`config.mk`:
```
export PLATFORM = sky130hd
export DESIGN_NAME = remux_gray_8to1_flat
export DESIGN_NICKNAME = d
export VERILOG_FILES = /design/src/rtl/remux_gray_8to1_pkg.sv /design/src/rtl/remux_gray_8to1_if.sv /design/src/rtl/remux_gray_8to1_gray_ptr.sv /design/src/rtl/remux_gray_8to1.sv /design/src/flat_wrapper.sv
export SDC_FILE = /design/constraint.sdc
export NUM_CORES = 1
export LEC_CHECK = 0
export BUFFER_PORTS_ARGS = -buffer_cell sky130_fd_sc_hd__clkbuf_2
export CAP_MARGIN = 25
export CORE_ASPECT_RATIO = 1.75
export CORE_UTILIZATION = 55
export DETAILED_ROUTE_END_ITERATION = 12
export PLACE_DENSITY = 0.8
export SLEW_MARGIN = 20
export SYNTH_ARGS = -nofsm -noshare
export SYNTH_HDL_FRONTEND = slang
export SYNTH_HIERARCHICAL = 1
export SYNTH_SLANG_ARGS = --single-unit
```
`constraint.sdc`:
```
create_clock -name clk -period 5.5 [get_ports clk]
set_input_delay 0.275 -clock clk [delete_from_list [all_inputs] [get_ports clk]]
set_output_delay 0.275 -clock clk [all_outputs]
set_load 0.005 [all_outputs]
```
`src/rtl/remux_gray_8to1_pkg.sv`:
```
// Shared types and gray-code helpers for the 8-to-1 gray-select remux.
package remux_gray_pkg;

    localparam int NCH   = 8;
    localparam int SEL_W = 3;

    typedef logic [SEL_W-1:0] sel_t;

    function automatic sel_t bin2gray3(input sel_t b);
        return b ^ (b >> 1);
    endfunction

    function automatic sel_t gray2bin3(input sel_t g);
        sel_t b;
        b[2] = g[2];
        b[1] = b[2] ^ g[1];
        b[0] = b[1] ^ g[0];
        return b;
    endfunction

endpackage

```
`src/rtl/remux_gray_8to1_if.sv`:
```
// Per-channel input pulses plus the valid/ready output stream and status flags.
interface remux_gray_8to1_if #(parameter int W = 8);
    import remux_gray_pkg::*;

    logic [W-1:0]   ch_data [NCH];
    logic [NCH-1:0] ch_valid;
    logic [W-1:0]   out_data;
    logic           out_valid;
    logic           out_ready;
    sel_t           out_ch;
    logic [3:0]     occupancy;
    logic           overflow_err;
    logic           order_err;
    logic           err_clr;

    modport master (
        output ch_data, ch_valid, out_ready, err_clr,
        input  out_data, out_valid, out_ch, occupancy, overflow_err, order_err
    );

    modport slave (
        input  ch_data, ch_valid, out_ready, err_clr,
        output out_data, out_valid, out_ch, occupancy, overflow_err, order_err
    );

endinterface

```
`src/rtl/remux_gray_8to1_gray_ptr.sv`:
```
// Mod-8 pointer held in gray code; the binary view is decoded from the state.
module gray_ptr_3b
    import remux_gray_pkg::*;
(
    input  logic clk,
    input  logic rst_n,
    input  logic en,
    output sel_t bin,
    output sel_t gray
);

    sel_t gray_q;

    always_ff @(posedge clk or negedge rst_n) begin
        if (!rst_n) begin
            gray_q <= '0;
        end else if (en) begin
            gray_q <= bin2gray3(bin + sel_t'(1));
        end
    end

    assign gray = gray_q;
    assign bin  = gray2bin3(gray_q);

endmodule

```
`src/rtl/remux_gray_8to1.sv`:
```
// Holds one result per channel and replays them strictly in channel order 0..7,
// flagging dropped results and arrivals that break the expected rotation.
module remux_gray_8to1
    import remux_gray_pkg::*;
#(
    parameter int W = 8
)(
    input  logic               clk,
    input  logic               rst_n,
    remux_gray_8to1_if.slave   bus
);

    logic [W-1:0]   slot [NCH];
    logic [NCH-1:0] full;
    logic [NCH-1:0] full_nxt;
    logic [NCH-1:0] drain;
    logic [NCH-1:0] write_en;
    logic [NCH-1:0] exp_mask;
    logic [3:0]     occ_q;
    logic [3:0]     occ_nxt;
    logic           xfer;
    logic           any_valid;
    logic           ovf_evt;
    logic           ord_evt;
    logic           overflow_q;
    logic           order_q;
    sel_t           rd_idx;
    sel_t           rd_gray;
    sel_t           exp_idx;
    sel_t           unused_exp_gray;

    gray_ptr_3b u_rd_ptr (
        .clk   (clk),
        .rst_n (rst_n),
        .en    (xfer),
        .bin   (rd_idx),
        .gray  (rd_gray)
    );

    gray_ptr_3b u_exp_ptr (
        .clk   (clk),
        .rst_n (rst_n),
        .en    (any_valid),
        .bin   (exp_idx),
        .gray  (unused_exp_gray)
    );

    // A slot being drained this cycle may be refilled at the same edge.
    always_comb begin
        xfer      = full[rd_idx] && bus.out_ready;
        any_valid = |bus.ch_valid;
        drain     = '0;
        if (xfer) begin
            drain[rd_idx] = 1'b1;
        end
        write_en  = bus.ch_valid & (~full | drain);
        full_nxt  = write_en | (full & ~drain);
        ovf_evt   = |(bus.ch_valid & full & ~drain);
        exp_mask  = '0;
        exp_mask[exp_idx] = 1'b1;
        ord_evt   = any_valid && (bus.ch_valid != exp_mask);
        occ_nxt   = '0;
        for (int i = 0; i < NCH; i++) begin
            occ_nxt = occ_nxt + {3'b000, full_nxt[i]};
        end
    end

    always_ff @(posedge clk or negedge rst_n) begin
        if (!rst_n) begin
            for (int i = 0; i < NCH; i++) begin
                slot[i] <= '0;
            end
            full       <= '0;
            occ_q      <= '0;
            overflow_q <= 1'b0;
            order_q    <= 1'b0;
        end else begin
            for (int i = 0; i < NCH; i++) begin
                if (write_en[i]) begin
                    slot[i] <= bus.ch_data[i];
                end
            end
            full       <= full_nxt;
            occ_q      <= occ_nxt;
            // A fresh error outranks a simultaneous clear.
            overflow_q <= ovf_evt | (overflow_q & ~bus.err_clr);
            order_q    <= ord_evt | (order_q & ~bus.err_clr);
        end
    end

    assign bus.out_valid    = full[rd_idx];
    assign bus.out_data     = slot[rd_idx];
    assign bus.out_ch       = rd_gray;
    assign bus.occupancy    = occ_q;
    assign bus.overflow_err = overflow_q;
    assign bus.order_err    = order_q;

endmodule
```
`src/flat_wrapper.sv`:
```
// flat-port wrapper written by rule: the top's interface ports become plain ports
module remux_gray_8to1_flat import remux_gray_pkg::*;
#(
    parameter int W = 8
)
  (clk, rst_n, bus_ch_data, bus_ch_valid, bus_out_ready, bus_err_clr, bus_out_data, bus_out_valid, bus_out_ch, bus_occupancy, bus_overflow_err, bus_order_err);
  remux_gray_8to1_if #(.W(W)) bus_i ();
  input  logic clk;
  input  logic rst_n;
  input wire logic [$bits(bus_i.ch_data)-1:0] bus_ch_data;
  input wire logic [$bits(bus_i.ch_valid)-1:0] bus_ch_valid;
  input wire logic [$bits(bus_i.out_ready)-1:0] bus_out_ready;
  input wire logic [$bits(bus_i.err_clr)-1:0] bus_err_clr;
  output wire logic [$bits(bus_i.out_data)-1:0] bus_out_data;
  output wire logic [$bits(bus_i.out_valid)-1:0] bus_out_valid;
  output wire logic [$bits(bus_i.out_ch)-1:0] bus_out_ch;
  output wire logic [$bits(bus_i.occupancy)-1:0] bus_occupancy;
  output wire logic [$bits(bus_i.overflow_err)-1:0] bus_overflow_err;
  output wire logic [$bits(bus_i.order_err)-1:0] bus_order_err;
  assign bus_i.ch_data = {>>{bus_ch_data}};
  assign bus_i.ch_valid = bus_ch_valid;
  assign bus_i.out_ready = bus_out_ready;
  assign bus_i.err_clr = bus_err_clr;
  assign bus_out_data = bus_i.out_data;
  assign bus_out_valid = bus_i.out_valid;
  assign bus_out_ch = bus_i.out_ch;
  assign bus_occupancy = bus_i.occupancy;
  assign bus_overflow_err = bus_i.overflow_err;
  assign bus_order_err = bus_i.order_err;
  remux_gray_8to1 #(.W(W)) u_core (.clk(clk), .rst_n(rst_n), .bus(bus_i));
endmodule
```
==> reports/metrics.cfg <==
[status]
outcome=finished, violations left
failed_checks=hold timing

[layout]
mostFrequentLayoutCells=clkbuf_2, dfrtp_1, mux2_4, inv_1, a22oi_1
final_common_cell=clkbuf_2
diodes=0
num-nets-final=499
area_growth_pct=17.9
drive_gt1_share_pct=42.9

[die]
die-area_um2=8200
core_region_area_um2=7570
io_pins=94
start_util_pct=56.9
std_cell_rows=42
die_x_um=68.9
die_y_um=119

[grt]
grt_pass1_vias=3329
antenna_found_initial=0
grt_pass1_wl_um=16400
grt_start_max_net_pins=85
globalRouteOverflowTotal=0
grt_usage_pct=28.4

[clocking]
root_buffer=clkbuf_16
cts_tree=built
clk_latency_ns=0.34
hold_buffers=0
cts.sinks=84
clkTransAtPathRegs_ns=0.06
h-tree-depth=3
clock_path_buffers=2
cts_buffers=9

[logic_synthesis]
syn_area_um2=4310
syn_nets=404
avgSynthCellArea_um2=13.4
postSynthCellCount=321
yosys_warnings=6

[job]
maxCapViolCount=0

[timing]
finalHoldViolations=22
rsz0062_at_grt=false
max_freq_mhz=202
max_slew.worst_pin.slew_ns=1.02
skew_ns=0.00312
min_period_ns=4.96
fin_crit_sh_pct=90.2
final-setup-viol-count=0
whs_ns=-0.0108
finalMaxSlewViolations=0
setup_tns_ns=0
relSlewSlack_pct=31.8

[drt]
wl_per_cell_um=20.8
first_iter_violations=266
avgViaCountPerCell=5.89
wl_um=10600
firstDrtPassIters=4
ant_nets=0
vias=2991
drc=0

[worst_setup_path]
timing.critical_path.arrival_ns=5.18
crit_required_ns=5.72
worst_setup_path_end_kind=register
r2r_cells=17
path_class=reg2reg
crit_fanout=13
critPathLaunchType=register

[power_and_ir_drop]
power_switching_share_pct=37.9
p_int_mw=2.23
p_leak_nw=2.41
power_frac_comb_pct=51.9
power_density_nw_per_um2=708
seqPwrFrac_pct=31.7
ir_drop_mv=0.461
clockPowerShare_pct=16.4
p_sw_mw=1.36

[min_path]
hp-class=in2async

[placed_design]
place_congestion=0.882
hpwl_um=7840
io_buffers=93

## metrics by stage
| step | util, % | power [mW] | area [µm²] | setup WS [ns] | instances |
|---|---|---|---|---|---|
| floorplan | - | 2.48 | 4310 | 1.36 | 321 |
| global placement | 63.0 | 2.91 | 4770 | 0.577 | 491 |
| detailed placement | 63.2 | 2.97 | 4780 | 0.401 | 493 |
| CTS | 66.9 | 3.59 | 5060 | 0.310 | 508 |
| global route | 67.1 | 3.82 | 5080 | 0.252 | 508 |
| finish | 67.1 | 3.59 | 5080 | 0.539 | 508 |
## sequential cells by signal (all words and copies together), names as in the netlist, named ones only
name,cells
u_core/bus.order_err,1
u_core/bus.overflow_err,1
u_core/bus.occupancy,4
u_core/u_exp_ptr/gray,1
u_core/slot,64
u_core/full,8
u_core/u_rd_ptr/gray,1
## final cells by class
| class | count | area, µm² |
|---|---|---|
| clock buffer | 13 | 250 |
| clock inverter | 2 | 35.0 |
| fill | 592 | 2490 |
| inverter | 21 | 78.8 |
| multi-input combinational | 202 | 2000 |
| sequential | 84 | 2100 |
| tap | 88 | 110 |
| timing repair buffer | 98 | 504 |
## path summary, 6_finish.rpt
kind                                                     end  slack (ns)
min                           u_core/bus.order_err$_DFF_PN0_       -0.01
min reg2reg                      u_core/slot[27]$_DFFE_PN0P_        0.50
max in group asynchronous           u_core/full[5]$_DFF_PN0_        4.98
max                        u_core/bus.occupancy[2]$_DFF_PN0_        0.54
min in group clk              u_core/bus.order_err$_DFF_PN0_        0.14
max reg2reg                u_core/bus.occupancy[2]$_DFF_PN0_        0.54
## what timing repair did
item | 4_1_cts | 5_1_grt
hold endpoints to repair | 0 | 0
endpoints found under the setup margin | 0 | 2
gates resized for setup | 0 | 1
buffers inserted | 0 | 0
## power by group through the flow
stage / combinational (mW) / sequential (mW) / clock (mW)
2_1_floorplan: 1.42 / 1.06 / 0
3_3_place_gp: 1.79 / 1.12 / 0
3_5_place_dp: 1.83 / 1.14 / 0
4_1_cts: 1.86 / 1.13 / 0.600
5_1_grt: 2.03 / 1.17 / 0.623
6_report: 1.86 / 1.14 / 0.591
## critical path, stage by stage (launching register included)
cell	delay, ns
dfrtp_1	0.68
xnor2_1	0.25
xnor2_2	0.46
mux2i_1	0.17
nor3_2	0.20
o41ai_2	0.15
buf_4	0.18
o41ai_2	0.29
nand2_1	0.16
fa_1	0.56
inv_1	0.05
fa_1	0.50
fa_1	0.41
inv_1	0.07
ha_1	0.16
inv_1	0.05
fa_1	0.37
xnor2_1	0.13
## metal layers
layer  up-vias  wire length [µm]  track usage (%)
li1       1348                 -                -
met1      1503              4000             31.9
met2       109              5660             47.9
met3        31               448             5.84
met4         0               458             15.4
met5         -                 0                0
Note: power is estimated with default switching activity, not from simulation.
